`config.mk`:
```
export PLATFORM = sky130hd
export DESIGN_NAME = usb_transmitter_flat
export DESIGN_NICKNAME = d
export VERILOG_FILES = /design/src/rtl/usb_transmitter_if.sv /design/src/rtl/usb_transmitter.sv /design/src/flat_wrapper.sv
export SDC_FILE = /design/constraint.sdc
export NUM_CORES = 1
export LEC_CHECK = 0
export ABC_AREA = 1
export BUFFER_PORTS_ARGS = -buffer_cell sky130_fd_sc_hd__buf_4
export CAP_MARGIN = 20
export CORE_ASPECT_RATIO = 0.75
export CORE_MARGIN = 8
export CORE_UTILIZATION = 50
export CTS_CLUSTER_DIAMETER = 30
export CTS_CLUSTER_SIZE = 28
export DETAILED_ROUTE_END_ITERATION = 8
export GPL_TIMING_DRIVEN = 1
export PLACE_DENSITY_LB_ADDON = 0.3
export SLEW_MARGIN = 20
export SYNTH_ARGS = -nofsm -noshare
export SYNTH_HDL_FRONTEND = slang
export SYNTH_SLANG_ARGS = --single-unit
```
`constraint.sdc`:
```
create_clock -name clock48 -period 2.5 [get_ports clock48]
set_input_delay 0.125 -clock clock48 [delete_from_list [all_inputs] [get_ports clock48]]
set_output_delay 0.125 -clock clock48 [all_outputs]
set_load 0.05 [all_outputs]
```
`src/rtl/usb_transmitter_if.sv`:
```
// usb_transmitter_if: byte-stream handshake feeding the USB transmitter.
interface usb_transmitter_if;
    logic [7:0] tx_data;
    logic       tx_last;
    logic       tx_valid;
    logic       tx_ready;
    modport master (output tx_data, tx_last, tx_valid, input tx_ready);
    modport slave (input tx_data, tx_last, tx_valid, output tx_ready);
endinterface

```
`src/rtl/usb_transmitter.sv`:
```
// usb_transmitter: full-speed USB line transmitter sending SYNC, NRZI bit-stuffed bytes, then EOP.
// Define USB_TX_CRC16_EN to append the complemented CRC16 of the bytes after the PID.
module usb_transmitter #(
    parameter int CLOCKS_PER_BIT = 4,
    parameter int STUFF_LIMIT    = 6
) (
    input  logic             clock48,
    input  logic             reset_n,
    usb_transmitter_if.slave tx,
    output logic             usb_d_p_out,
    output logic             usb_d_n_out,
    output logic             usb_oe,
    output logic             busy,
    output logic             underrun
);
    localparam int CW = $clog2(CLOCKS_PER_BIT);
    localparam int SW = $clog2(STUFF_LIMIT + 1);
    localparam logic [CW-1:0] LAST = CW'(CLOCKS_PER_BIT - 1);
    localparam logic [SW-1:0] SLIM = SW'(STUFF_LIMIT);

    typedef enum logic [2:0] {
        IDLE, SYNC, DATA, EOP
`ifdef USB_TX_CRC16_EN
        , CRC
`endif
    } state_t;

    state_t          state, state_d, tail;
    logic [CW-1:0]   cnt, cnt_d;
    logic [3:0]      idx, idx_d, top;
    logic [SW-1:0]   ones, ones_d;
    logic            stf, stf_d, fin, fin_d;
    logic [7:0]      data_q, data_d;
    logic            last_q, last_d, pid_q, pid_d;
    logic            dp_d, dn_d, oe_d, busy_d, und_d;
    logic            tick, start, fetch, bit_v;
`ifdef USB_TX_CRC16_EN
    logic [15:0]     crc_q, crc_d;
    logic            need_q, need_d;
`endif

    assign tick  = cnt == LAST;
    assign start = cnt == '0;
    assign fetch = state == DATA && tick && idx == 4'd7 && !stf && !last_q;
    assign tx.tx_ready = reset_n && (state == IDLE || fetch);
`ifdef USB_TX_CRC16_EN
    assign top   = state == CRC ? 4'd15 : 4'd7;
    assign tail  = state == DATA && need_q ? CRC : EOP;
    assign bit_v = !stf && (state == SYNC ? idx == 4'd7 :
                            state == DATA ? data_q[idx[2:0]] : state == CRC && !crc_q[idx]);
`else
    assign top   = 4'd7;
    assign tail  = EOP;
    assign bit_v = !stf && (state == SYNC ? idx == 4'd7 : state == DATA && data_q[idx[2:0]]);
`endif

    // The line register is loaded at the first clock of each internal bit slot,
    // so the pads trail the internal slot by one cycle.
    always_comb begin
        state_d = state;
        cnt_d   = cnt;
        idx_d   = idx;
        ones_d  = ones;
        stf_d   = stf;
        fin_d   = fin;
        data_d  = data_q;
        last_d  = last_q;
        pid_d   = pid_q;
        dp_d    = usb_d_p_out;
        dn_d    = usb_d_n_out;
        oe_d    = usb_oe;
        busy_d  = busy;
        und_d   = 1'b0;
`ifdef USB_TX_CRC16_EN
        crc_d   = crc_q;
        need_d  = need_q;
`endif
        if (state == IDLE) begin
            if (tx.tx_valid && tx.tx_ready) begin
                state_d = SYNC;
                cnt_d   = CW'(1);
                idx_d   = '0;
                ones_d  = '0;
                stf_d   = 1'b0;
                fin_d   = 1'b0;
                data_d  = tx.tx_data;
                last_d  = tx.tx_last;
                pid_d   = 1'b1;
                dp_d    = 1'b0;
                dn_d    = 1'b1;
                oe_d    = 1'b1;
                busy_d  = 1'b1;
`ifdef USB_TX_CRC16_EN
                crc_d   = 16'hFFFF;
                need_d  = !tx.tx_last || &tx.tx_data[1:0];
`endif
            end
        end else if (state == EOP) begin
            cnt_d = tick ? '0 : cnt + 1'b1;
            if (start) begin
                dp_d = idx[1];
                dn_d = 1'b0;
                if (idx == 4'd3) begin
                    state_d = IDLE;
                    oe_d    = 1'b0;
                    busy_d  = 1'b0;
                    cnt_d   = '0;
                end
            end
            if (tick) idx_d = idx + 4'd1;
        end else begin
            cnt_d = tick ? '0 : cnt + 1'b1;
            if (start) begin
                dp_d   = bit_v ? usb_d_p_out : ~usb_d_p_out;
                dn_d   = bit_v ? usb_d_n_out : ~usb_d_n_out;
                ones_d = bit_v ? ones + 1'b1 : '0;
`ifdef USB_TX_CRC16_EN
                if (state == DATA && !stf && !pid_q)
                    crc_d = {1'b0, crc_q[15:1]} ^ ((crc_q[0] ^ bit_v) ? 16'hA001 : 16'h0000);
`endif
            end
            if (tick) begin
                stf_d = ones == SLIM;
                if (stf) begin
                    if (fin) begin
                        state_d = tail;
                        idx_d   = '0;
                        fin_d   = 1'b0;
                    end
                end else if (state == SYNC) begin
                    idx_d = idx + 4'd1;
                    if (idx == 4'd7) begin
                        state_d = DATA;
                        idx_d   = '0;
                    end
                end else if (idx == top) begin
                    if (fetch && tx.tx_valid) begin
                        data_d = tx.tx_data;
                        last_d = tx.tx_last;
                        pid_d  = 1'b0;
                        idx_d  = '0;
                    end else if (fetch) begin
                        und_d   = 1'b1;
                        state_d = EOP;
                        idx_d   = '0;
                        stf_d   = 1'b0;
                    end else if (ones == SLIM) begin
                        fin_d = 1'b1;
                    end else begin
                        state_d = tail;
                        idx_d   = '0;
                    end
                end else begin
                    idx_d = idx + 4'd1;
                end
            end
        end
    end

    always_ff @(posedge clock48 or negedge reset_n) begin
        if (!reset_n) begin
            state       <= IDLE;
            cnt         <= '0;
            idx         <= '0;
            ones        <= '0;
            stf         <= 1'b0;
            fin         <= 1'b0;
            data_q      <= '0;
            last_q      <= 1'b0;
            pid_q       <= 1'b0;
            usb_d_p_out <= 1'b1;
            usb_d_n_out <= 1'b0;
            usb_oe      <= 1'b0;
            busy        <= 1'b0;
            underrun    <= 1'b0;
`ifdef USB_TX_CRC16_EN
            crc_q       <= 16'hFFFF;
            need_q      <= 1'b0;
`endif
        end else begin
            state       <= state_d;
            cnt         <= cnt_d;
            idx         <= idx_d;
            ones        <= ones_d;
            stf         <= stf_d;
            fin         <= fin_d;
            data_q      <= data_d;
            last_q      <= last_d;
            pid_q       <= pid_d;
            usb_d_p_out <= dp_d;
            usb_d_n_out <= dn_d;
            usb_oe      <= oe_d;
            busy        <= busy_d;
            underrun    <= und_d;
`ifdef USB_TX_CRC16_EN
            crc_q       <= crc_d;
            need_q      <= need_d;
`endif
        end
    end
endmodule

```
`src/flat_wrapper.sv`:
```
// flat-port wrapper written by rule: the top's interface ports become plain ports
module usb_transmitter_flat 
#(
    parameter int CLOCKS_PER_BIT = 4,
    parameter int STUFF_LIMIT    = 6
)
  (clock48, reset_n, usb_d_p_out, usb_d_n_out, usb_oe, busy, underrun, tx_tx_data, tx_tx_last, tx_tx_valid, tx_tx_ready);
  usb_transmitter_if tx_i ();
  input  logic clock48;
  input  logic reset_n;
  output logic usb_d_p_out;
  output logic usb_d_n_out;
  output logic usb_oe;
  output logic busy;
  output logic underrun;
  input wire logic [$bits(tx_i.tx_data)-1:0] tx_tx_data;
  input wire logic [$bits(tx_i.tx_last)-1:0] tx_tx_last;
  input wire logic [$bits(tx_i.tx_valid)-1:0] tx_tx_valid;
  output wire logic [$bits(tx_i.tx_ready)-1:0] tx_tx_ready;
  assign tx_i.tx_data = tx_tx_data;
  assign tx_i.tx_last = tx_tx_last;
  assign tx_i.tx_valid = tx_tx_valid;
  assign tx_tx_ready = tx_i.tx_ready;
  usb_transmitter #(.CLOCKS_PER_BIT(CLOCKS_PER_BIT), .STUFF_LIMIT(STUFF_LIMIT)) u_core (.clock48(clock48), .reset_n(reset_n), .tx(tx_i), .usb_d_p_out(usb_d_p_out), .usb_d_n_out(usb_d_n_out), .usb_oe(usb_oe), .busy(busy), .underrun(underrun));
endmodule
```
==> results of run 1 <==
-- logic make-up (layout without fill, tap and decap cells) --
group | after synthesis | count (layout) | share of synthesized area (%)
buf+inv | 34 | 54 | 8.729
simple gates | 110 | 110 | 30.02
flops | 26 | 26 | 39.89
compound gates | 31 | 31 | 11.87
xor+xnor | 2 | 2 | 1.072
fa+ha+maj | 11 | 11 | 8.423
-- state kept, by name, indices dropped and copies added (netlist names) --
signal and count:
u_core.state 2, u_core.ones 3, u_core.cnt 2, u_core.fin 1, u_core.usb_oe 1, u_core.last_q 1
u_core.underrun 1, u_core.usb_d_n_out 1, u_core.idx 4, u_core.data_q 8, u_core.stf 1, u_core.usb_d_p_out 1
-- final cells by class --
| type | count | area [sq um] |
|---|---|---|
| fill | 305 | 1338 |
| clock buffer | 4 | 55.05 |
| inverter | 31 | 116.4 |
| sequential | 26 | 651.9 |
| multi-input combinational | 154 | 842.1 |
| tap | 40 | 50.05 |
| timing repair buffer | 19 | 145.1 |
-- metrics by stage --
stage	setup WS (ns)	util, %	power [W]
2_1_floorplan	0.6913	-	0.001766
4_1_cts	0.2851	58.10	0.002323
6_report	0.2311	58.18	0.002327
3_5_place_dp	0.3116	56.06	0.002042
3_3_place_gp	0.4321	56.06	0.002030
5_1_grt	0.01637	58.18	0.002551
-- Yosys cell counts (2+ instances only) --
cell type,n
a21oi_1,3
a31oi_1,2
buf_4,2
dfrtp_1,25
ha_1,11
inv_1,29
inv_2,2
nand2_1,63
nand2_2,3
nand3_1,17
nand4_1,2
nor2_1,17
nor2_4,2
nor3_1,2
o21ai_0,16
o21ai_2,9
-- worst max-delay path: stages, from the launching register on --
cell,delay (ns)
dfrtp_1,0.46
inv_1,0.15
ha_1,0.41
inv_2,0.17
a21oi_1,0.37
inv_1,0.11
and3_1,0.17
nand2_1,0.19
o21ai_0,0.12
-- routing by layer --
metal | up-vias | GRT usage [%] | wire length, um
met5 | - | 0 | 0
met4 | 0 | 3.275 | 36
met3 | 4 | 3.270 | 226
met2 | 43 | 19.67 | 1362
met1 | 622 | 20.61 | 1758
li1 | 721 | - | -
-- timing repair --
item / in CTS / in global routing
hold endpoints to repair: 25 / 0
hold buffers: 1 / 0
endpoints found under the setup margin: 0 / 1
resized for setup: 0 / 1
-- layout by cell type (no fill, tap or decap), types with 4 or more instances in the layout --
cell type,count
nand2_1,63
inv_1,29
dfrtp_1,25
buf_4,18
nand3_1,17
nor2_1,16
o21ai_0,16
ha_1,11
o21ai_2,9
clkbuf_8,4
-- power by group --
group | switching, W | internal [W]
clock network | 0.000134 | 0.000141
logic | 0.000872 | 0.000441
registers | 0.000148 | 0.000591
-- how the worst min path moves through the flow --
stage,cells after the start,start,to
6_report,3,tx_tx_data[2],u_core.data_q[2]$_DFFE_PN0P_
5_1_grt,3,tx_tx_data[2],u_core.data_q[2]$_DFFE_PN0P_
4_1_cts,3,tx_tx_data[1],u_core.data_q[1]$_DFFE_PN0P_
3_5_place_dp,2,reset_n,u_core.idx[3]$_DFFE_PN0P_
3_3_place_gp,2,reset_n,u_core.idx[3]$_DFFE_PN0P_
2_1_floorplan,0,reset_n,u_core.cnt[0]$_DFFE_PN0P_
==> flow_summary.json, run 1 <==
{
  "cts_buffers": 3,
  "synth_top_area_cell": "dfrtp_1",
  "synth_seq_cells": 26,
  "power_density_nw_per_um2": 1251,
  "synthArstFlopShare_pct": 100.0,
  "worstPathArrival_ns": 2.42,
  "syn2layout_area_growth_pct": 13.86,
  "grt_overflow": 0,
  "crit_required_ns": 2.65,
  "final_cells": 274,
  "start_util_pct": 51.10,
  "die_y_um": 65.51,
  "grt_max_degree": 28,
  "max_freq_mhz": 440.7,
  "tightest_slew_ns": 0.3975,
  "grt_pass1_wl_um": 5934,
  "h-tree-depth": 1,
  "cp-start-kind": "register",
  "crit_path_max_fanout": 11,
  "r2r_start": "u_core.state[1]$_DFFE_PN0P_",
  "outcome": "finished clean",
  "rsz0062_at_grt": "false",
  "synth_cell_types": 25,
  "syn-cell-area_sq_um": 1634,
  "postRouteAntennaNets": 0,
  "first_pass_iters": 4,
  "num_io_pins": 18,
  "endpoint_kind": "register",
  "ir_drop_mv": 0.6017,
  "hold_viol_final": 0,
  "layout-drive-gt1-share_pct": 17.52,
  "finalCritPeriodShare_pct": 90.76,
  "whs_ns": 0.09217,
  "num_antenna_cells": 0,
  "yosys_most_used_dff": "dfrtp_1",
  "placed_area_sq_um": 1793,
  "gp_congestion": 0.8656,
  "first_global_vias": 1304,
  "worstSetupStartpoint": "u_core.state[1]$_DFFE_PN0P_",
  "yosys_warnings": 0,
  "design_area_sq_um": 1861,
  "clockRootBuffer": "clkbuf_8",
  "synth_enable_flop_cells": 0,
  "synth_area_leaders": "dfrtp_1 38%, nand2_1 14%, ha_1 8.4%, inv_1 6.7%, nand3_1 5.2%",
  "core_sq_um": 3198,
  "rrSetupSlack_ns": 0.23,
  "synth-seq-area-share_pct": 39.89,
  "synthCells": 214,
  "crit_path_end": "u_core.idx[2]$_DFFE_PN0P_",
  "r2r_end": "u_core.idx[2]$_DFFE_PN0P_",
  "clockBufferDepth": 2,
  "placementRows": 18,
  "wire_per_inst_um": 12.35,
  "remaining_drc_errors": 0,
  "hold_path.class": "input pin to register",
  "nNetsFinal": 258,
  "p_leak_nw": 0.9622,
  "fin_skew_ns": 0.005315,
  "synth_top_area_share_pct": 38.28,
  "clock_latency_ns": 0.27,
  "dp_hpwl_um": 2665,
  "ff2ff_path_depth": 8,
  "route.detailed.vias_per_inst": 5.073,
  "setup_viol": 0,
  "cts_setup_buffers": 0,
  "dp_cells": 269,
  "vias": 1390,
  "cts_tree": "built",
  "syn_nets": 237,
  "io_buffer_count": 17,
  "track_usage_pct": 13.89,
  "slew-limit-headroom_pct": 73.50,
  "postSynthAreaPerCell_sq_um": 7.636,
  "drv_cap": 0,
  "period_needed_ns": 2.269,
  "die_w_um": 82.01,
  "drv_slew": 0,
  "crit_type": "register to register",
  "cts.reportedPaths.clkPinSlew_ns": 0.09,
  "antenna_found_initial": 0,
  "routed_wl_um": 3383,
  "cts.sink_count": 26,
  "first_iter_violations": 80,
  "die_area_sq_um": 5372,
  "finalSetupTns_ns": 0
}
(Power assumes the default switching activity.)
==> inputs of run 2 (changes only) <==
--- a/config.mk
+++ b/config.mk
@@ -16,6 +16,7 @@
 export DETAILED_ROUTE_END_ITERATION = 8
 export GPL_TIMING_DRIVEN = 1
 export PLACE_DENSITY_LB_ADDON = 0.3
+export RECOVER_POWER = 25
 export SLEW_MARGIN = 20
 export SYNTH_ARGS = -nofsm -noshare
 export SYNTH_HDL_FRONTEND = slang
==> flow_summary.json, run 2 (synthesis gave the netlist of run 1 again) <==
{
  "nNetsFinal": 258,
  "design_area_sq_um": 1857,
  "p_leak_nw": 0.9586,
  "top_register": "u_core.data_q",
  "hold_viol_final": 0,
  "grt_overflow": 0,
  "clock_latency_ns": 0.27,
  "final_cell_mix": "63 x nand2_1, 29 x inv_1, 25 x dfrtp_1",
  "crit_type": "register to register",
  "die_area_sq_um": 5372,
  "max_freq_mhz": 439.6,
  "slew-limit-headroom_pct": 73.34,
  "placed_area_sq_um": 1793,
  "clockBufferDepth": 2,
  "dp_hpwl_um": 2665,
  "remaining_drc_errors": 0,
  "ff2ff_path_depth": 8,
  "core_sq_um": 3198,
  "routed_wl_um": 3379,
  "drv_cap": 0,
  "cp_cell_sequence": "inv_1 > ha_1 > inv_2 > a21oi_1 > inv_1 > and3_1 > nand2_1 > o21ai_0",
  "fin_util_pct": 58.06,
  "die_y_um": 65.51,
  "cts_buffers": 3,
  "wire_per_inst_um": 12.33,
  "crit_path_max_incr_delay_ns": 0.46,
  "finalCritPeriodShare_pct": 91.00,
  "first_pass_iters": 4,
  "vias": 1391,
  "path_depth": 8,
  "period_needed_ns": 2.275,
  "antenna_found_initial": 0,
  "track_usage_pct": 13.89,
  "first_iter_violations": 94,
  "hold_depth": 3,
  "r2r_start": "u_core.state[1]$_DFFE_PN0P_",
  "final_common_cell": "nand2_1",
  "cts.sink_count": 26,
  "clockRootBuffer": "clkbuf_8",
  "slowest_stage": "dfrtp_1",
  "rsz0062_at_grt": "false",
  "first_global_vias": 1304,
  "h-tree-depth": 1,
  "drv_slew": 0,
  "cp-start-kind": "register",
  "cts.reportedPaths.clkPinSlew_ns": 0.09,
  "endpoint_kind": "register",
  "crit_path_max_fanout": 11,
  "setup_viol": 0,
  "worstPathArrival_ns": 2.43,
  "placementRows": 18,
  "cts_tree": "built",
  "tightest_slew_ns": 0.3999,
  "grt_pass1_wl_um": 5934,
  "path_common_cell": "inv_1",
  "num_io_pins": 18,
  "layout-drive-gt1-share_pct": 17.09,
  "cts_setup_buffers": 0,
  "power_density_nw_per_um2": 1253,
  "start_util_pct": 51.10,
  "largest_reg_flops": 8,
  "grt_max_degree": 28,
  "ir_drop_mv": 0.6016,
  "crit_buf_inv": 3,
  "route.detailed.vias_per_inst": 5.077,
  "hold_path_end": "u_core.data_q[2]$_DFFE_PN0P_",
  "hold_path.class": "input pin to register",
  "finalSetupTns_ns": 0,
  "fin_skew_ns": 0.005277,
  "num_antenna_cells": 0,
  "syn2layout_area_growth_pct": 13.63,
  "rrSetupSlack_ns": 0.22,
  "cpLargestDelayFamily": "compound AO/OA/AOI/OAI gates",
  "io_buffer_count": 17,
  "postRouteAntennaNets": 0,
  "outcome": "finished clean",
  "gp_congestion": 0.8656,
  "die_w_um": 82.01,
  "r2r_end": "u_core.idx[2]$_DFFE_PN0P_",
  "top_regs": "u_core.data_q (8), u_core.idx (4), u_core.ones (3)",
  "crit_required_ns": 2.66,
  "hold_start": "tx_tx_data[2]"
}
[run 2: how the worst max path moves through the flow]
stage,end,slack [ns],start
2_1_floorplan,tx_tx_ready,0.69,u_core.idx[0]$_DFFE_PN0P_
3_3_place_gp,u_core.last_q$_DFFE_PN0P_,0.43,u_core.state[0]$_DFFE_PN0P_
3_5_place_dp,u_core.ones[0]$_DFFE_PN0P_,0.31,u_core.state[1]$_DFFE_PN0P_
4_1_cts,u_core.ones[0]$_DFFE_PN0P_,0.29,u_core.state[1]$_DFFE_PN0P_
5_1_grt,u_core.idx[2]$_DFFE_PN0P_,0.02,u_core.state[1]$_DFFE_PN0P_
6_report,u_core.idx[2]$_DFFE_PN0P_,0.22,u_core.state[1]$_DFFE_PN0P_
[run 2: power by group]
part | leakage, nW | switching, W | internal, W
Sequential | 0.330 | 0.000148 | 0.000591
Clock | 0.0288 | 0.000135 | 0.000141
Combinational | 0.600 | 0.000871 | 0.000440
Total | 0.959 | 0.00115 | 0.00117
[run 2: final cells by class]
| class | count | area, sq um |
|---|---|---|
| fillers | 304 | 1341 |
| multi-input cells | 154 | 842.1 |
| repair buffers | 19 | 141.4 |
| clock buffers | 4 | 55.05 |
| inverters | 31 | 116.4 |
| flip-flops and latches | 26 | 651.9 |
| well taps | 40 | 50.05 |
[run 2: tightest hold or removal path: stages]
cell	delay [ns]
buf_4	0.10
inv_1	0.05
o21ai_2	0.05
[run 2: per-stage QoR]
stage               worst slack, ns  total power, W  instances  hold slack [ns]
global placement             0.4321        0.002030        269           0.1719
finish                       0.2250        0.002327        274          0.09181
CTS                          0.2851        0.002323        274          0.09036
floorplan                    0.6913        0.001766        214          -0.1706
global route                0.01637        0.002550        274          0.08753
detailed placement           0.3116        0.002042        269           0.1709
[run 2: metal layers]
| metal | vias to the layer above | GRT usage, % | part of all wire (%) |
|---|---|---|---|
| met4 | 0 | 3.275 | 1.1 |
| met3 | 4 | 3.270 | 6.2 |
| met2 | 40 | 19.67 | 41 |
| met5 | - | 0 | 0 |
| li1 | 721 | - | - |
| met1 | 626 | 20.61 | 52 |
[run 2: timing repair]
item                       4_1_cts  5_1_grt
setup endpoints to repair        0        1
hold endpoints to repair        25        0
hold buffers                     1        0
gates resized for setup          0        1
==> inputs of run 3 (changes only) <==
==> constraint.sdc (replaced) <==
create_clock -name clock48 -period 2.43 [get_ports clock48]
set_input_delay 0.1215 -clock clock48 [delete_from_list [all_inputs] [get_ports clock48]]
set_output_delay 0.1215 -clock clock48 [all_outputs]
set_load 0.05 [all_outputs]
==> flow_summary.json, run 3 (synthesis gave the netlist of run 1 again) <==
{
  "drv_cap": 0,
  "cts_tree": "built",
  "endpoint_kind": "register",
  "drv_slew": 0,
  "core_sq_um": 3198,
  "r2r_start": "u_core.state[1]$_DFFE_PN0P_",
  "hold_viol_final": 0,
  "crit_type": "register to register",
  "dp_hpwl_um": 2665,
  "cts_buffers": 3,
  "rsz0062_at_grt": "false",
  "cts.sink_count": 26,
  "cts.reportedPaths.clkPinSlew_ns": 0.09,
  "hold_path.class": "input pin to register",
  "cp_cell_sequence": "inv_1 > ha_2 > inv_2 > a21oi_1 > inv_1 > and3_1 > nand2_1 > o21ai_0",
  "remaining_drc_errors": 0,
  "top_regs": "u_core.data_q (8), u_core.idx (4), u_core.ones (3)",
  "ir_drop_mv": 0.6203,
  "finalCritPeriodShare_pct": 88.45,
  "hold_start": "tx_tx_data[0]",
  "nNetsFinal": 258,
  "cp-start-kind": "register",
  "power_density_nw_per_um2": 1291,
  "crit_path_max_incr_delay_ns": 0.46,
  "cpLargestDelayFamily": "compound AO/OA/AOI/OAI gates",
  "crit_required_ns": 2.58,
  "hold_path_end": "u_core.data_q[0]$_DFFE_PN0P_",
  "num_antenna_cells": 0,
  "crit_path_max_fanout": 11,
  "finalSetupTns_ns": 0,
  "first_pass_iters": 4,
  "antenna_found_initial": 0,
  "layout-drive-gt1-share_pct": 17.52,
  "seq_area_sq_um": 651.9,
  "worstPathArrival_ns": 2.30,
  "first_iter_violations": 120,
  "largest_reg_flops": 8,
  "top_register": "u_core.data_q",
  "die_area_sq_um": 5372,
  "grt_overflow": 0,
  "final_common_cell": "nand2_1",
  "grt_max_degree": 28,
  "fillers": 305,
  "gp_congestion": 0.8656,
  "num_io_pins": 18,
  "period_needed_ns": 2.149,
  "crit_buf_inv": 3,
  "clockRootBuffer": "clkbuf_8",
  "fin_skew_ns": 0.001647,
  "grt_pass1_wl_um": 5934,
  "postRouteAntennaNets": 0,
  "dp_slack_ns": 0.2416,
  "slew-limit-headroom_pct": 73.26,
  "worst_slack_ns": 0.2807,
  "wire_per_inst_um": 12.38,
  "io_buffer_count": 17,
  "clock_latency_ns": 0.27,
  "start_util_pct": 51.10,
  "first_global_vias": 1304,
  "multi_input_comb_area_sq_um": 844.6,
  "path_common_cell": "inv_1",
  "max_freq_mhz": 465.3,
  "r2r_end": "u_core.idx[2]$_DFFE_PN0P_",
  "die_y_um": 65.51,
  "clockBufferDepth": 2,
  "route.detailed.vias_per_inst": 5.139,
  "cts_setup_buffers": 0,
  "setup_viol": 0,
  "tightest_slew_ns": 0.4011,
  "die_w_um": 82.01,
  "hold_depth": 3,
  "h-tree-depth": 1,
  "routed_wl_um": 3392,
  "ff2ff_path_depth": 8,
  "slowest_stage": "dfrtp_1",
  "final_cell_mix": "63 x nand2_1, 29 x inv_1, 25 x dfrtp_1",
  "placementRows": 18,
  "syn2layout_area_growth_pct": 13.78,
  "p_leak_nw": 0.9572,
  "rrSetupSlack_ns": 0.28,
  "vias": 1408,
  "outcome": "finished clean",
  "track_usage_pct": 13.89
}
[run 3: cell counts in the layout (fill, tap and decap cells not counted)]
No cell type changed its count.
[run 3: worst min-delay path: cells and delay by family]
kind / cells / cell delay, ns
AOI/OAI and AO/OA: 1 / 0.05
buffers and inverters: 2 / 0.15
[run 3: worst max path at each step]
stage | from | end | slack, ns | cells after the start
2_1_floorplan | u_core.idx[0]$_DFFE_PN0P_ | tx_tx_ready | 0.62 | 7
3_3_place_gp | u_core.state[0]$_DFFE_PN0P_ | u_core.last_q$_DFFE_PN0P_ | 0.36 | 8
3_5_place_dp | u_core.state[1]$_DFFE_PN0P_ | u_core.ones[0]$_DFFE_PN0P_ | 0.24 | 9
4_1_cts | u_core.state[1]$_DFFE_PN0P_ | u_core.ones[0]$_DFFE_PN0P_ | 0.22 | 9
5_1_grt | u_core.state[1]$_DFFE_PN0P_ | u_core.idx[2]$_DFFE_PN0P_ | 0.10 | 9
6_report | u_core.state[1]$_DFFE_PN0P_ | u_core.idx[2]$_DFFE_PN0P_ | 0.28 | 8
[run 3: per-stage QoR]
step	area, sq um	hold WS [ns]	total power, W	util (%)	instances
finish	1859	0.09118	0.002401	58.14	274
global route	1859	0.08403	0.002632	58.14	274
CTS	1858	0.08686	0.002390	58.10	274
detailed placement	1793	0.1674	0.002100	56.06	269
global placement	1793	0.1684	0.002089	56.06	269
floorplan	1634	-0.1741	0.001817	-	214
[run 3: cell type report]
| class | instances | area share [%] |
|---|---|---|
| inverters | 31 | 6.258 |
| flip-flops and latches | 26 | 35.06 |
| well taps | 40 | 2.692 |
| repair buffers | 19 | 7.604 |
| multi-input cells | 154 | 45.42 |
| clock buffers | 4 | 2.961 |
[run 3: layer usage]
layer / part of all wire (%) / track usage, % / wire [um] / vias to the layer above
li1: - / - / - / 721
met1: 52 / 20.61 / 1766 / 638
met2: 41 / 19.67 / 1390 / 43
met3: 6.0 / 3.270 / 203 / 6
met4: 0.91 / 3.275 / 31 / 0
met5: 0 / 0 / 0 / -
[run 3: power by group]
group | total, W | leakage, nW | switching, W | internal [W]
Clock | 0.000280 | 0.0288 | 0.000135 | 0.000145
Sequential | 0.000762 | 0.330 | 0.000153 | 0.000609
Combinational | 0.00136 | 0.598 | 0.000898 | 0.000461
Total | 0.00240 | 0.957 | 0.00119 | 0.00121
[run 3: repair_timing]
item                                   CTS  global route
resized for setup                        0             2
endpoints found under the hold margin   25             0
setup endpoints to repair                0             5
hold buffers                             1             0
